--- config.mk ---
export PLATFORM = sky130hd
export DESIGN_NAME = rr_arbiter_8
export DESIGN_NICKNAME = d
export VERILOG_FILES = /design/src/rtl/rr_arbiter_8.sv
export SDC_FILE = /design/constraint.sdc
export NUM_CORES = 1
export LEC_CHECK = 0
export CAP_MARGIN = 30
export CORE_ASPECT_RATIO = 0.9
export CORE_MARGIN = 5
export CORE_UTILIZATION = 25
export CTS_BUF_LIST = sky130_fd_sc_hd__clkbuf_4
export DETAILED_ROUTE_END_ITERATION = 6
export SLEW_MARGIN = 20
export SYNTH_ARGS = -nofsm -noshare
export SYNTH_HDL_FRONTEND = slang
export SYNTH_SLANG_ARGS = --single-unit
--- constraint.sdc ---
create_clock -name clk -period 4.6 [get_ports clk]
set_input_delay 1.38 -clock clk [delete_from_list [all_inputs] [get_ports clk]]
set_output_delay 1.38 -clock clk [all_outputs]
set_load 0.02 [all_outputs]
--- src/rtl/rr_arbiter_8.sv ---
// Round-robin arbiter for 8 requesters sharing one decoder-selected resource.
// Registered one-hot grant plus binary index, grant/release handshake and hold timeout.
module rr_arbiter_8 #(
    parameter int unsigned HOLD_MAX = 16
) (
    input  logic       clk,
    input  logic       rst,
    input  logic       en,
    input  logic [7:0] req,
    input  logic       done,
    output logic [7:0] gnt,
    output logic [2:0] gnt_idx,
    output logic       gnt_valid,
    output logic       timeout
);

    typedef enum logic [0:0] {
        IDLE  = 1'b0,
        GRANT = 1'b1
    } state_t;

    localparam logic [7:0] HOLD_LIM = 8'(HOLD_MAX);

    // First set request bit scanning ptr, ptr+1, ... ptr+7 (mod 8).
    function automatic logic [2:0] rr_pick(input logic [7:0] r, input logic [2:0] p);
        logic [2:0] sel;
        logic [2:0] cand;
        sel = p;
        for (int i = 7; i >= 0; i--) begin
            cand = p + 3'(i);
            if (r[cand]) begin
                sel = cand;
            end else begin
                sel = sel;
            end
        end
        return sel;
    endfunction

    function automatic logic [7:0] dec3(input logic [2:0] idx);
        return 8'h01 << idx;
    endfunction

    state_t     state_r;
    logic [2:0] ptr_r;
    logic [7:0] cnt_r;
    logic [7:0] gnt_r;
    logic [2:0] gnt_idx_r;
    logic       gnt_valid_r;
    logic       timeout_r;

    logic [2:0] pick_s;
    logic       any_req_s;
    logic       rel_drop_s;
    logic       rel_hold_s;
    logic       advance_s;
    logic       release_s;
    logic       to_s;
    logic [7:0] cnt_next_s;

    // Selection and release-cause decode for the current cycle.
    always_comb begin
        pick_s     = rr_pick(req, ptr_r);
        any_req_s  = |req;
        rel_drop_s = ~req[gnt_idx_r];
        rel_hold_s = (cnt_r == HOLD_LIM);
        advance_s  = done | rel_drop_s | rel_hold_s;
        release_s  = advance_s | ~en;
        // A forced release only counts as a timeout when nobody let go voluntarily.
        to_s       = rel_hold_s & ~done & ~rel_drop_s;
        if (cnt_r == 8'hFF) begin
            cnt_next_s = cnt_r;
        end else begin
            cnt_next_s = cnt_r + 8'd1;
        end
    end

    // Arbiter FSM with registered grant outputs.
    always_ff @(posedge clk) begin
        if (rst) begin
            state_r     <= IDLE;
            ptr_r       <= 3'd0;
            cnt_r       <= 8'd0;
            gnt_r       <= 8'h00;
            gnt_idx_r   <= 3'd0;
            gnt_valid_r <= 1'b0;
            timeout_r   <= 1'b0;
        end else begin
            case (state_r)
                IDLE: begin
                    timeout_r <= 1'b0;
                    if (en && any_req_s) begin
                        state_r     <= GRANT;
                        gnt_idx_r   <= pick_s;
                        gnt_r       <= dec3(pick_s);
                        gnt_valid_r <= 1'b1;
                        cnt_r       <= 8'd1;
                    end else begin
                        state_r     <= IDLE;
                        gnt_r       <= 8'h00;
                        gnt_valid_r <= 1'b0;
                        cnt_r       <= 8'd0;
                    end
                end
                GRANT: begin
                    if (release_s) begin
                        state_r     <= IDLE;
                        gnt_r       <= 8'h00;
                        gnt_valid_r <= 1'b0;
                        cnt_r       <= 8'd0;
                        timeout_r   <= to_s;
                        // Disabling alone keeps the holder first in line.
                        if (advance_s) begin
                            ptr_r <= gnt_idx_r + 3'd1;
                        end else begin
                            ptr_r <= ptr_r;
                        end
                    end else begin
                        state_r   <= GRANT;
                        cnt_r     <= cnt_next_s;
                        timeout_r <= 1'b0;
                    end
                end
                default: begin
                    state_r     <= IDLE;
                    cnt_r       <= 8'd0;
                    gnt_r       <= 8'h00;
                    gnt_valid_r <= 1'b0;
                    timeout_r   <= 1'b0;
                end
            endcase
        end
    end

    assign gnt       = gnt_r;
    assign gnt_idx   = gnt_idx_r;
    assign gnt_valid = gnt_valid_r;
    assign timeout   = timeout_r;

    rr_arbiter_8_chk u_chk (
        .clk       (clk),
        .rst       (rst),
        .gnt       (gnt_r),
        .gnt_idx   (gnt_idx_r),
        .gnt_valid (gnt_valid_r),
        .timeout   (timeout_r)
    );

endmodule

// Output invariants of the arbiter: one-hot grant matching the index, idle timeout only.
module rr_arbiter_8_chk (
    input logic       clk,
    input logic       rst,
    input logic [7:0] gnt,
    input logic [2:0] gnt_idx,
    input logic       gnt_valid,
    input logic       timeout
);

    a_onehot: assert property (@(posedge clk) disable iff (rst)
        gnt_valid |-> (gnt == (8'h01 << gnt_idx)));

    a_zero: assert property (@(posedge clk) disable iff (rst)
        !gnt_valid |-> (gnt == 8'h00));

    a_to_idle: assert property (@(posedge clk) disable iff (rst)
        timeout |-> !gnt_valid);

endmodule

-- Word level (Yosys, flattened, before mapping)
Cells that the tools add are included.
- register bits after elaboration: 25
- input port bits: 12
- output and inout port bits: 13
- add/subtract/negate cells: 9
- magnitude comparators: 9
- eq/ne operators: 4
- shift operators: 1
- muxes and demuxes: 40
- bitwise logic cells: 9
- reductions and logical operators: 4
- operator list (cell ; number):
    < comparator 3 x 4 -> 1 bit (second input constant) ; 9
    two-way mux 8 bit ; 4
    case mux 8 bit (2 select lines) ; 2
    binary-select mux 1 bit (select 3 bit) ; 9
    two-way mux 3 bit ; 8
    two-way mux 1 bit ; 14
    adder 3 bit (second input constant) ; 4
    adder 8 x 1 -> 8 bit (second input constant) ; 1
    == test 8 x 5 -> 1 bit (second input constant) ; 1
    == test 8 bit (second input constant) ; 1
    OR reduction 8 bit ; 1
    << shifter 1 x 3 -> 8 bit (first input constant) ; 1
    adder 3 x 1 -> 3 bit (second input constant) ; 2
    adder 3 x 2 -> 3 bit (second input constant) ; 2
    case mux 1 bit (2 select lines) ; 3
    inverter 1 bit ; 4
    != test 3 bit (second input constant) ; 1
    bitwise OR 1 bit ; 3
    AND reduction 3 bit ; 1
    bitwise AND 1 bit ; 2
    != test 2 x 1 -> 1 bit (second input constant) ; 1
    AND reduction 2 bit ; 1
    logical AND 1 bit ; 1

-- Longest topological paths before layout
Gate-level depths: netlist (run 1).
- word-level depth: 14
- depth in mapped cells: 13
- mapped depth without buffers: 9

-- Worst setup path after synthesis (run 1)
OpenSTA, ideal clock, no wires.
- path type: input to register
- start point: input port req[7]
- end point: register gnt_r[0] (netlist: gnt[0])
- arrival time: 3.244 ns
- required time: 4.483 ns
- setup slack: 1.240 ns
- stages on the path: 8
- cell sequence: clkbuf_1 > mux4_2 > mux2_2 > or2_0 > nand4b_1 > and4b_4 > nor2b_4 > a22o_1
- longest elaborated chain between the ends: 13
- elaborated cells between the ends (all ways): 36
- those cells by class: 1 x eq/ne; 1 x shift; 28 x mux; 4 x bitwise; 2 x reduce/logical
- RTL lines (what ; line ; text):
    start: declaration ; 9 ; input logic [7:0] req,
    binary-select mux 1 bit (select 3 bit) ; 31 ; if (r[cand]) begin
    two-way mux 1 bit (not written as such) ; 31 ;
    two-way mux 3 bit (8 in series) ; 31 ;
    << shifter 1 x 3 -> 8 bit ; 41 ; return 8'h01 << idx;
    two-way mux 8 bit ; 92 ; if (en && any_req_s) begin
    case mux 8 bit (2 select lines) ; 89 ; case (state_r)
    end signal: assignment ; 95 ; gnt_r <= dec3(pick_s);
    end: declaration ; 47 ; logic [7:0] gnt_r;
Parallel ways exist; a longest one is shown, timed or not. The select of a mux whose other input is x is not followed.
A chain may end at the register's enable or synchronous reset.

-- Worst setup path in the final report (run 1)
- start point: input port req[0]
- end point: register gnt_r[3] (netlist: gnt[3])
The elaborated chain is that of the path after synthesis.

==> impl_metrics.json, run 1 <==
{
  "synthCells": 224,
  "clk_pin_slew_ps": 140,
  "path_cells": "clkdlybuf4s50_1, mux4_2, and3_4, o311a_4, a2111oi_4, o22a_4, nor2_2, a22o_1",
  "cts.path.max_buffers": 2,
  "synth-simple-area-share_pct": 22.1,
  "antenna_found_initial": 0,
  "htree_num_levels": 1,
  "core-area_sq_um": 8030,
  "via_per_inst": 5.18,
  "layout.nets": 258,
  "drtIter0Drc": 143,
  "fin_util_pct": 29.6,
  "synthesis.area_sq_um": 2040,
  "cts_tree": "done",
  "routedWlPerCell_microns": 14.3,
  "die_y_microns": 95.8,
  "start_kind": "input pin",
  "layout_common_cells": "25 x dfxtp_1, 24 x clkdlybuf4s50_1, 20 x nand2_1",
  "ant_nets": 0,
  "synth_seq_cells": 25,
  "path_class": "input pin to register",
  "outcome": "finished, final reports clean",
  "grt_overflow": 0,
  "holdCritPathClass": "register to register",
  "setup_violations": 0,
  "async_reset_ff_share_pct": 0,
  "drive_gt1_share_pct": 13.8,
  "period_needed_ps": 3730,
  "rows": 31,
  "hpwlAfterDp_microns": 3670,
  "cp-end-kind": "register",
  "root_buffer": "clkbuf_4",
  "cts_setup_buffers": 0,
  "numCtsBuffers": 3,
  "route.detailed.drc": 0,
  "initial_core_util_pct": 25.4,
  "slew_violations": 0,
  "grt_pass1_vias": 1599,
  "ios": 25,
  "arrival_ps": 3950,
  "setup_slack_ps": 871,
  "dieWidth_microns": 105,
  "fin_crit_sh_pct": 81.1,
  "synth-edff-count": 0,
  "irDropWorstVdd_uv": 137,
  "cp.buffers_inverters": 1,
  "worstMarginPinSlew_ps": 691,
  "drv_cap": 0,
  "grt_max_degree": 24,
  "final_hold_viol_count": 0,
  "synth_ff_type": "dfxtp_1",
  "area_growth_pct": 16.4,
  "track_usage_pct": 9.36,
  "gp_congestion": 0.868,
  "clk_latency_ps": 310,
  "slew_headroom_pct": 53.9,
  "io_buffers": 24,
  "required_ps": 4820,
  "synth-adder-area-share_pct": 3.06,
  "finalSetupTns_ps": 0,
  "mostFrequentLayoutCell": "dfxtp_1",
  "synth_mux_area_share_pct": 23.2,
  "p_leak_nw": 0.801,
  "firstDrtPassIters": 4,
  "critPathMaxFanout": 9,
  "cts_resized": 0,
  "grt_pass1_wl_microns": 7940,
  "yosys_warnings": 0,
  "crit_path_max_incr_delay_ps": 600,
  "wl_microns": 4830,
  "dieArea_sq_um": 10100,
  "via_count": 1756,
  "yosysSeqAreaShare_pct": 24.5,
  "ctsHoldBuffers": 0,
  "rsz0062_at_grt": "no",
  "synth_xor_area_share_pct": 2.57,
  "max_clock_freq_mhz": 268,
  "skew_ps": 6.03,
  "n_antenna_cell": 0,
  "slowest_stage": "mux4_2",
  "cp_top_family": "compound AO/OA/AOI/OAI gates",
  "synth_cell_types": 53,
  "numClockSinks": 25,
  "syn_nets": 241,
  "synth.avg_cell_area_sq_um": 9.12,
  "pre_cts_slack_ps": 543,
  "synth_top_family_by_area": "multiplexers",
  "cellPowerDensity_nw_per_um2": 229,
  "synth_compound_area_share_pct": 19.2
}
[routing by layer]
layer,vias to the layer above,part of all wire (%),track usage [%]
met2,35,48,15.3
met5,-,0,0
met3,4,4.4,1.41
li1,867,-,-
met4,0,0.48,1.42
met1,850,47,13.3
[synthesized netlist by cell type, types with 3 or more instances]
library cell,count,area share (%)
dfxtp_1,25,24
nand2_1,20,3.7
nor2_1,19,3.5
mux2i_1,17,8.3
mux4_2,11,12
a21oi_1,9,2.2
clkbuf_1,9,1.7
inv_1,7,1.3
nand2b_1,7,2.1
o21ai_0,7,1.7
a22o_1,6,2.6
ha_1,5,3.1
mux2_2,5,2.8
nand3_1,5,1.2
nor3_1,5,1.2
and2_1,4,1.2
nor2b_1,4,1.2
xor2_1,4,1.7
a211oi_1,3,1.1
a21o_1,3,1.1
buf_2,3,0.73
buf_6,3,1.7
nor3b_1,3,1.1
nor4_1,3,0.92
[metrics by stage]
step	hold WS, ps	instance area, sq um	instances	total power, mW
after floorplan	437	2040	224	0.398
after detailed placement	452	2350	335	0.451
after global routing	516	2380	339	0.581
final	470	2380	339	0.544
after global placement	460	2350	335	0.451
after CTS	474	2380	339	0.551
[power breakdown]
group          internal (mW)  total, mW  switching (mW)
combinational          0.102      0.214           0.112
clock                 0.0331     0.0974          0.0643
sequential             0.224      0.233         0.00843
total                  0.359      0.544           0.185
[kinds of logic after synthesis]
family                   Yosys count
flip-flops                        25
AO/OA/AOI/OAI                     49
XOR/XNOR                           6
multiplexers                      33
buffers and inverters             22
adder cells (fa/ha/maj)            5
AND/OR/NAND/NOR                   84
[worst register-to-register path, cell delays in order, from the launching register on]
cell      delay (ps)
dfxtp_1          350
inv_1            120
ha_1             340
buf_4            230
mux4_2           400
mux2i_1          450
nor3_1            80
a311oi_1         220
and4b_4          340
nor2_2            60
a22o_1           230
[flip-flops by register name, indices dropped and copies added (netlist names)]
register,flops
gnt_valid,1
cnt_r,8
timeout,1
state_r,1
ptr_r,3
gnt_idx,3
gnt,8
[area by class of cell]
class	instances	area [sq um]
inverters	7	26.3
fillers	833	5650
flip-flops and latches	25	500
clock buffers	3	22.5
clock inverters	1	7.51
repair buffers	27	263
multi-input cells	177	1430
well taps	99	124
[path summary, 6_finish.rpt]
| kind | from | endpoint | slack, ps | depth (start not counted) |
|---|---|---|---|---|
| max | req[0] | gnt[3] | 870 | 8 |
| max reg2reg | ptr_r[0] | gnt[3] | 1700 | 10 |
| min | state_r | timeout | 470 | 2 |
| min reg2reg | state_r | timeout | 470 | 2 |
(Power assumes the default switching activity.)
==> run 2: changes to the inputs <==
==> constraint.sdc (replaced) <==
create_clock -name clk -period 3.6 [get_ports clk]
set_input_delay 1.08 -clock clk [delete_from_list [all_inputs] [get_ports clk]]
set_output_delay 1.08 -clock clk [all_outputs]
set_load 0.02 [all_outputs]
==> run 2 against run 1 <==
Net effect:
- via count rose by 6.1%
- clock skew decreased by 4.1 ps
- core utilization up 2.3 points
- total power increased by 37%
- setup slack worse by 580 ps
- count of clock-buffer cells in the layout unchanged
- critical endpoint unchanged
- highest routed layer unchanged
==> impl_metrics.json, run 2 (synthesis results as in run 1) <==
{
  "outcome": "finished, final reports clean",
  "grt_overflow": 0,
  "via_count": 1863,
  "worstMarginPinSlew_ps": 699,
  "ctsHoldBuffers": 0,
  "firstDrtPassIters": 4,
  "n_antenna_cell": 0,
  "p_leak_nw": 0.925,
  "setup_violations": 0,
  "cp.buffers_inverters": 3,
  "grt_pass1_wl_microns": 8630,
  "holdCritPathClass": "register to register",
  "route.detailed.drc": 0,
  "gp_congestion": 0.857,
  "r2r-end": "gnt[3]",
  "slowest_stage": "clkdlybuf4s50_1",
  "final_hold_viol_count": 0,
  "cts.path.max_buffers": 2,
  "required_ps": 3830,
  "arrival_ps": 3540,
  "critPathMaxFanout": 6,
  "via_per_inst": 5.12,
  "mostFrequentLayoutCell": "buf_4",
  "drive_gt1_share_pct": 21.9,
  "cts_tree": "done",
  "track_usage_pct": 10.3,
  "grt_pass1_vias": 1728,
  "wl_microns": 5240,
  "numCtsBuffers": 3,
  "pre_cts_slack_ps": -53.0,
  "cellPowerDensity_nw_per_um2": 290,
  "regToRegStartpoint": "ptr_r[1]",
  "cts_resized": 0,
  "numClockSinks": 25,
  "grt_max_degree": 24,
  "ant_nets": 0,
  "hold_end": "timeout",
  "die_y_microns": 95.8,
  "max_clock_freq_mhz": 302,
  "cp-end-kind": "register",
  "cts_setup_buffers": 0,
  "hpwlAfterDp_microns": 4030,
  "ios": 25,
  "crit_top_cell": "buf_4",
  "irDropWorstVdd_uv": 185,
  "skew_ps": 1.91,
  "clk_pin_slew_ps": 130,
  "core-area_sq_um": 8030,
  "cp_top_family": "buffers and inverters",
  "fin_crit_sh_pct": 92.0,
  "total_power_uw": 744,
  "hold_depth": 2,
  "path_cells": "clkdlybuf4s50_1, buf_4, mux4_2, mux2i_1, buf_4, nor3_1, a311oi_1, and4b_4, nor2_2, a22o_1",
  "clk_latency_ps": 320,
  "fin_cells": 364,
  "slew_violations": 0,
  "drtIter0Drc": 158,
  "io_buffers": 24,
  "area_growth_pct": 25.4,
  "drv_cap": 0,
  "slew_headroom_pct": 53.3,
  "dieArea_sq_um": 10100,
  "initial_core_util_pct": 25.4,
  "hp-start": "state_r",
  "layout.nets": 283,
  "path_class": "input pin to register",
  "period_needed_ps": 3310,
  "root_buffer": "clkbuf_4",
  "dieWidth_microns": 105,
  "htree_num_levels": 1,
  "rsz0062_at_grt": "no",
  "fill_cells": 803,
  "rows": 31,
  "r2r_cells": 9,
  "start_kind": "input pin",
  "dp_cells": 360,
  "routedWlPerCell_microns": 14.4,
  "layout_common_cells": "28 x buf_4, 25 x dfxtp_1, 24 x clkdlybuf4s50_1",
  "crit_path_max_incr_delay_ps": 520,
  "setup_slack_ps": 289,
  "antenna_found_initial": 0,
  "r2r_slack_ps": 510
}
==> run 2: how the worst max path moves through the flow <==
stage	endpoint	slack, ps	cells past startpoint	from
final	gnt[3]	290	10	req[2]
after global routing	gnt[4]	170	8	req[1]
after CTS	gnt[3]	310	10	req[3]
after detailed placement	gnt[3]	-50	8	req[1]
after global placement	gnt[3]	0.08	10	req[2]
after floorplan	gnt[0]	540	8	req[7]
==> run 2: cell type report <==
class / count / area, sq um / area share [%]
sequential: 25 / 500 / 19.5
inverter: 7 / 26.3 / 1.03
multi-input combinational: 177 / 1430 / 56.0
clock inverter: 1 / 5.00 / 0.195
timing repair buffer: 52 / 450 / 17.6
tap: 99 / 124 / 4.83
clock buffer: 3 / 22.5 / 0.879
==> run 2: worst reg2reg max path, stage by stage (launching register included) <==
cell and delay (ps):
dfxtp_1 360, inv_1 110, ha_1 560, mux4_2 610, and3_4 210, o311a_4 310
a2111oi_4 330, o22a_4 250, nor2_2 50, a22o_1 220
==> run 2: routing by layer <==
layer  track usage [%]  vias up  wire, microns
met3              1.14        4            149
met5                 0        -              0
met4              2.62        0             51
met2              17.7       33           2540
li1                  -      922              -
met1              14.0      904           2500
==> run 2: metrics by stage <==
step	hold WS, ps	util [%]	cell area (sq um)	setup TNS (ps)
after CTS	490	31.9	2560	0
after global placement	456	31.6	2530	0
after detailed placement	459	31.6	2530	-123
after global routing	514	31.9	2560	0
after floorplan	437	-	2040	0
final	481	31.9	2560	0
==> run 2: report_power, final <==
group / total [mW] / internal (mW) / leakage [nW] / switching [mW]
sequential: 0.298 / 0.287 / 0.203 / 0.0115
combinational: 0.321 / 0.164 / 0.704 / 0.157
clock: 0.124 / 0.0416 / 0.0177 / 0.0829
==> run 3: changes to the inputs <==
--- a/config.mk
+++ b/config.mk
@@ -5,6 +5,7 @@
 export SDC_FILE = /design/constraint.sdc
 export NUM_CORES = 1
 export LEC_CHECK = 0
+export ABC_AREA = 1
 export CAP_MARGIN = 30
 export CORE_ASPECT_RATIO = 0.9
 export CORE_MARGIN = 5
==> run 3 against run 2 <==
Net effect:
- critical path depth up 1
- fmax up 24%
- flip-flop and latch count unchanged
- area after synthesis down 14%
- worst hold slack worse by 30 ps
- sequential power up 3%
- first-iteration DRC count down 17%
- wire length down 16%
- final cell count up 12%
- combinational power up 8.4%
- critical path type unchanged
- largest cell class unchanged
==> impl_metrics.json, run 3 <==
{
  "die_y_microns": 89.6,
  "post_dp_cell_area_sq_um": 2100,
  "clk_latency_ps": 320,
  "synthCells": 287,
  "mostFrequentLayoutCell": "nand2_1",
  "yosys.area.top_type": "dfxtp_1",
  "routedWlPerCell_microns": 10.8,
  "skew_ps": 4.44,
  "grt_use_met3_pct": 1.39,
  "multi_input_area_sq_um": 1070,
  "outcome": "finished, final reports clean",
  "cts_setup_buffers": 0,
  "register_area_sq_um": 500,
  "numCtsBuffers": 3,
  "via_per_inst": 4.56,
  "synth-simple-area-share_pct": 42.7,
  "gp_congestion": 0.872,
  "switching_share_pct": 41.4,
  "worstMarginPinSlew_ps": 479,
  "cts_resized": 0,
  "cts.path.max_buffers": 2,
  "synth.most_common_cell": "nand2_1",
  "p_switching_uw": 324,
  "io_buffers": 24,
  "required_ps": 3840,
  "synthesis.area_sq_um": 1760,
  "period_needed_ps": 2660,
  "drv_cap": 0,
  "finalSetupTns_ps": 0,
  "n_antenna_cell": 0,
  "busiest_layer": "met2",
  "synth-edff-count": 0,
  "cp-end-kind": "register",
  "grt_max_degree": 15,
  "total_power_uw": 783,
  "wl_microns": 4400,
  "grt_use_met2_pct": 19.2,
  "holdWs_ps": 451,
  "synth_seq_cells": 25,
  "cellPowerDensity_nw_per_um2": 368,
  "synth_compound_area_share_pct": 12.1,
  "synthTopCellsByCount": "90 x nand2_1, 42 x nand3_1, 34 x inv_1",
  "irDropWorstVdd_uv": 186,
  "firstDrtPassIters": 4,
  "grt_overflow": 0,
  "via_count": 1854,
  "holdCritPathClass": "register to register",
  "numClockSinks": 25,
  "route.detailed.drc": 0,
  "grt_pass1_wl_microns": 7770,
  "synth.avg_cell_area_sq_um": 6.14,
  "fill_cells": 796,
  "htree_num_levels": 1,
  "synth_cell_types": 25,
  "met1_usage_pct": 13.2,
  "synth_mux_area_share_pct": 0,
  "path_class": "input pin to register",
  "final_hold_viol_count": 0,
  "p_int_uw": 459,
  "yosys_warnings": 0,
  "drtIter0Drc": 131,
  "root_buffer": "clkbuf_4",
  "p_leak_nw": 0.960,
  "fin_area_sq_um": 2130,
  "ios": 25,
  "setup_violations": 0,
  "dieWidth_microns": 98.5,
  "track_usage_pct": 10.4,
  "async_reset_ff_share_pct": 0,
  "core-area_sq_um": 6970,
  "slew_headroom_pct": 67.8,
  "synth_xor_area_share_pct": 2.41,
  "layout.nets": 332,
  "ctsHoldBuffers": 0,
  "arrival_ps": 2900,
  "fin_crit_sh_pct": 74.0,
  "synth_ff_type": "dfxtp_1",
  "start_kind": "input pin",
  "syn_nets": 304,
  "antenna_found_initial": 0,
  "fin_util_pct": 30.5,
  "layout_common_cells": "90 x nand2_1, 42 x nand3_1, 34 x inv_1",
  "slew_violations": 0,
  "rows": 29,
  "initial_core_util_pct": 25.3,
  "area_growth_pct": 20.7,
  "ant_nets": 0,
  "synth_top_cell_area_share_pct": 28.4,
  "rsz0062_at_grt": "no",
  "grt_pass1_vias": 1718,
  "critPathMaxFanout": 7,
  "power_frac_comb_pct": 44.5,
  "seqPwrFrac_pct": 39.2,
  "clk_pin_slew_ps": 140,
  "clockPowerShare_pct": 16.3,
  "drive_gt1_share_pct": 7.96,
  "dieArea_sq_um": 8830,
  "hpwlAfterDp_microns": 3630,
  "max_clock_freq_mhz": 375,
  "synth_area_leaders": "dfxtp_1 28%, nand2_1 19%, nand3_1 12%",
  "cts_tree": "done",
  "yosysSeqAreaShare_pct": 28.4,
  "synth-adder-area-share_pct": 3.55,
  "synth_top_family_by_area": "simple AND/OR/NAND/NOR gates"
}
==> run 3: cell types whose count changed after synthesis, moves of 5 or more <==
cell and change:
clkbuf_1 -9, inv_1 +27, a22o_1 -6, mux2i_1 -17
nand2_2 +5, nand3_1 +37, nand2_1 +70, inv_2 +6
mux2_2 -5, mux4_2 -11, nand2b_1 -7, o21ai_1 +6
==> run 3: path summary, 6_finish.rpt <==
kind               end  slack, ps  cells past startpoint      start
max           cnt_r[2]        940                     11     req[4]
min reg2reg  gnt_valid        450                      2  gnt_valid
max reg2reg     gnt[1]       1190                     19   ptr_r[1]
min          gnt_valid        450                      2  gnt_valid
==> run 3: stage by stage <==
stage / instances / setup WS (ps)
2_1_floorplan: 287 / 1420
3_3_place_gp: 403 / 584
3_5_place_dp: 403 / 551
4_1_cts: 407 / 901
5_1_grt: 407 / 684
6_report: 407 / 936
==> run 3: area by class of cell <==
type,count,area share [%]
clock buffers,3,1.06
clock inverters,1,0.235
inverters,40,7.06
multi-input cells,218,50.3
flip-flops and latches,25,23.5
well taps,93,5.47
repair buffers,27,12.4
==> run 3: power groups by stage <==
stage | logic [mW] | registers, mW | clock network (mW)
2_1_floorplan | 0.251 | 0.320 | 0
3_3_place_gp | 0.346 | 0.314 | 0
3_5_place_dp | 0.348 | 0.314 | 0
5_1_grt | 0.398 | 0.310 | 0.147
6_report | 0.348 | 0.307 | 0.127
4_1_cts | 0.349 | 0.308 | 0.135
==> run 3: per-layer routing <==
layer / vias up / share of wire [%]
met2: 30 / 49
met1: 829 / 47
met3: 5 / 3.3
li1: 990 / -
met4: 0 / 0.77
met5: - / 0
==> run 3: cell families (layout without fill, tap and decap cells) <==
kind of cell	after synthesis	after routing
flip-flops	25	25
adder cells (fa/ha/maj)	5	5
XOR/XNOR	4	4
buffers and inverters	44	71
AND/OR/NAND/NOR	172	172
AO/OA/AOI/OAI	37	37
==> run 3: worst max-delay path, stage by stage <==
cell and delay [ps]:
clkdlybuf4s50_1 530, nor2_1 60, nor2_1 100, o21ai_0 90, o211ai_1 100, o211ai_1 160
nor2_2 150, nand3_1 150, nor2_2 150, inv_1 130, a211oi_1 210
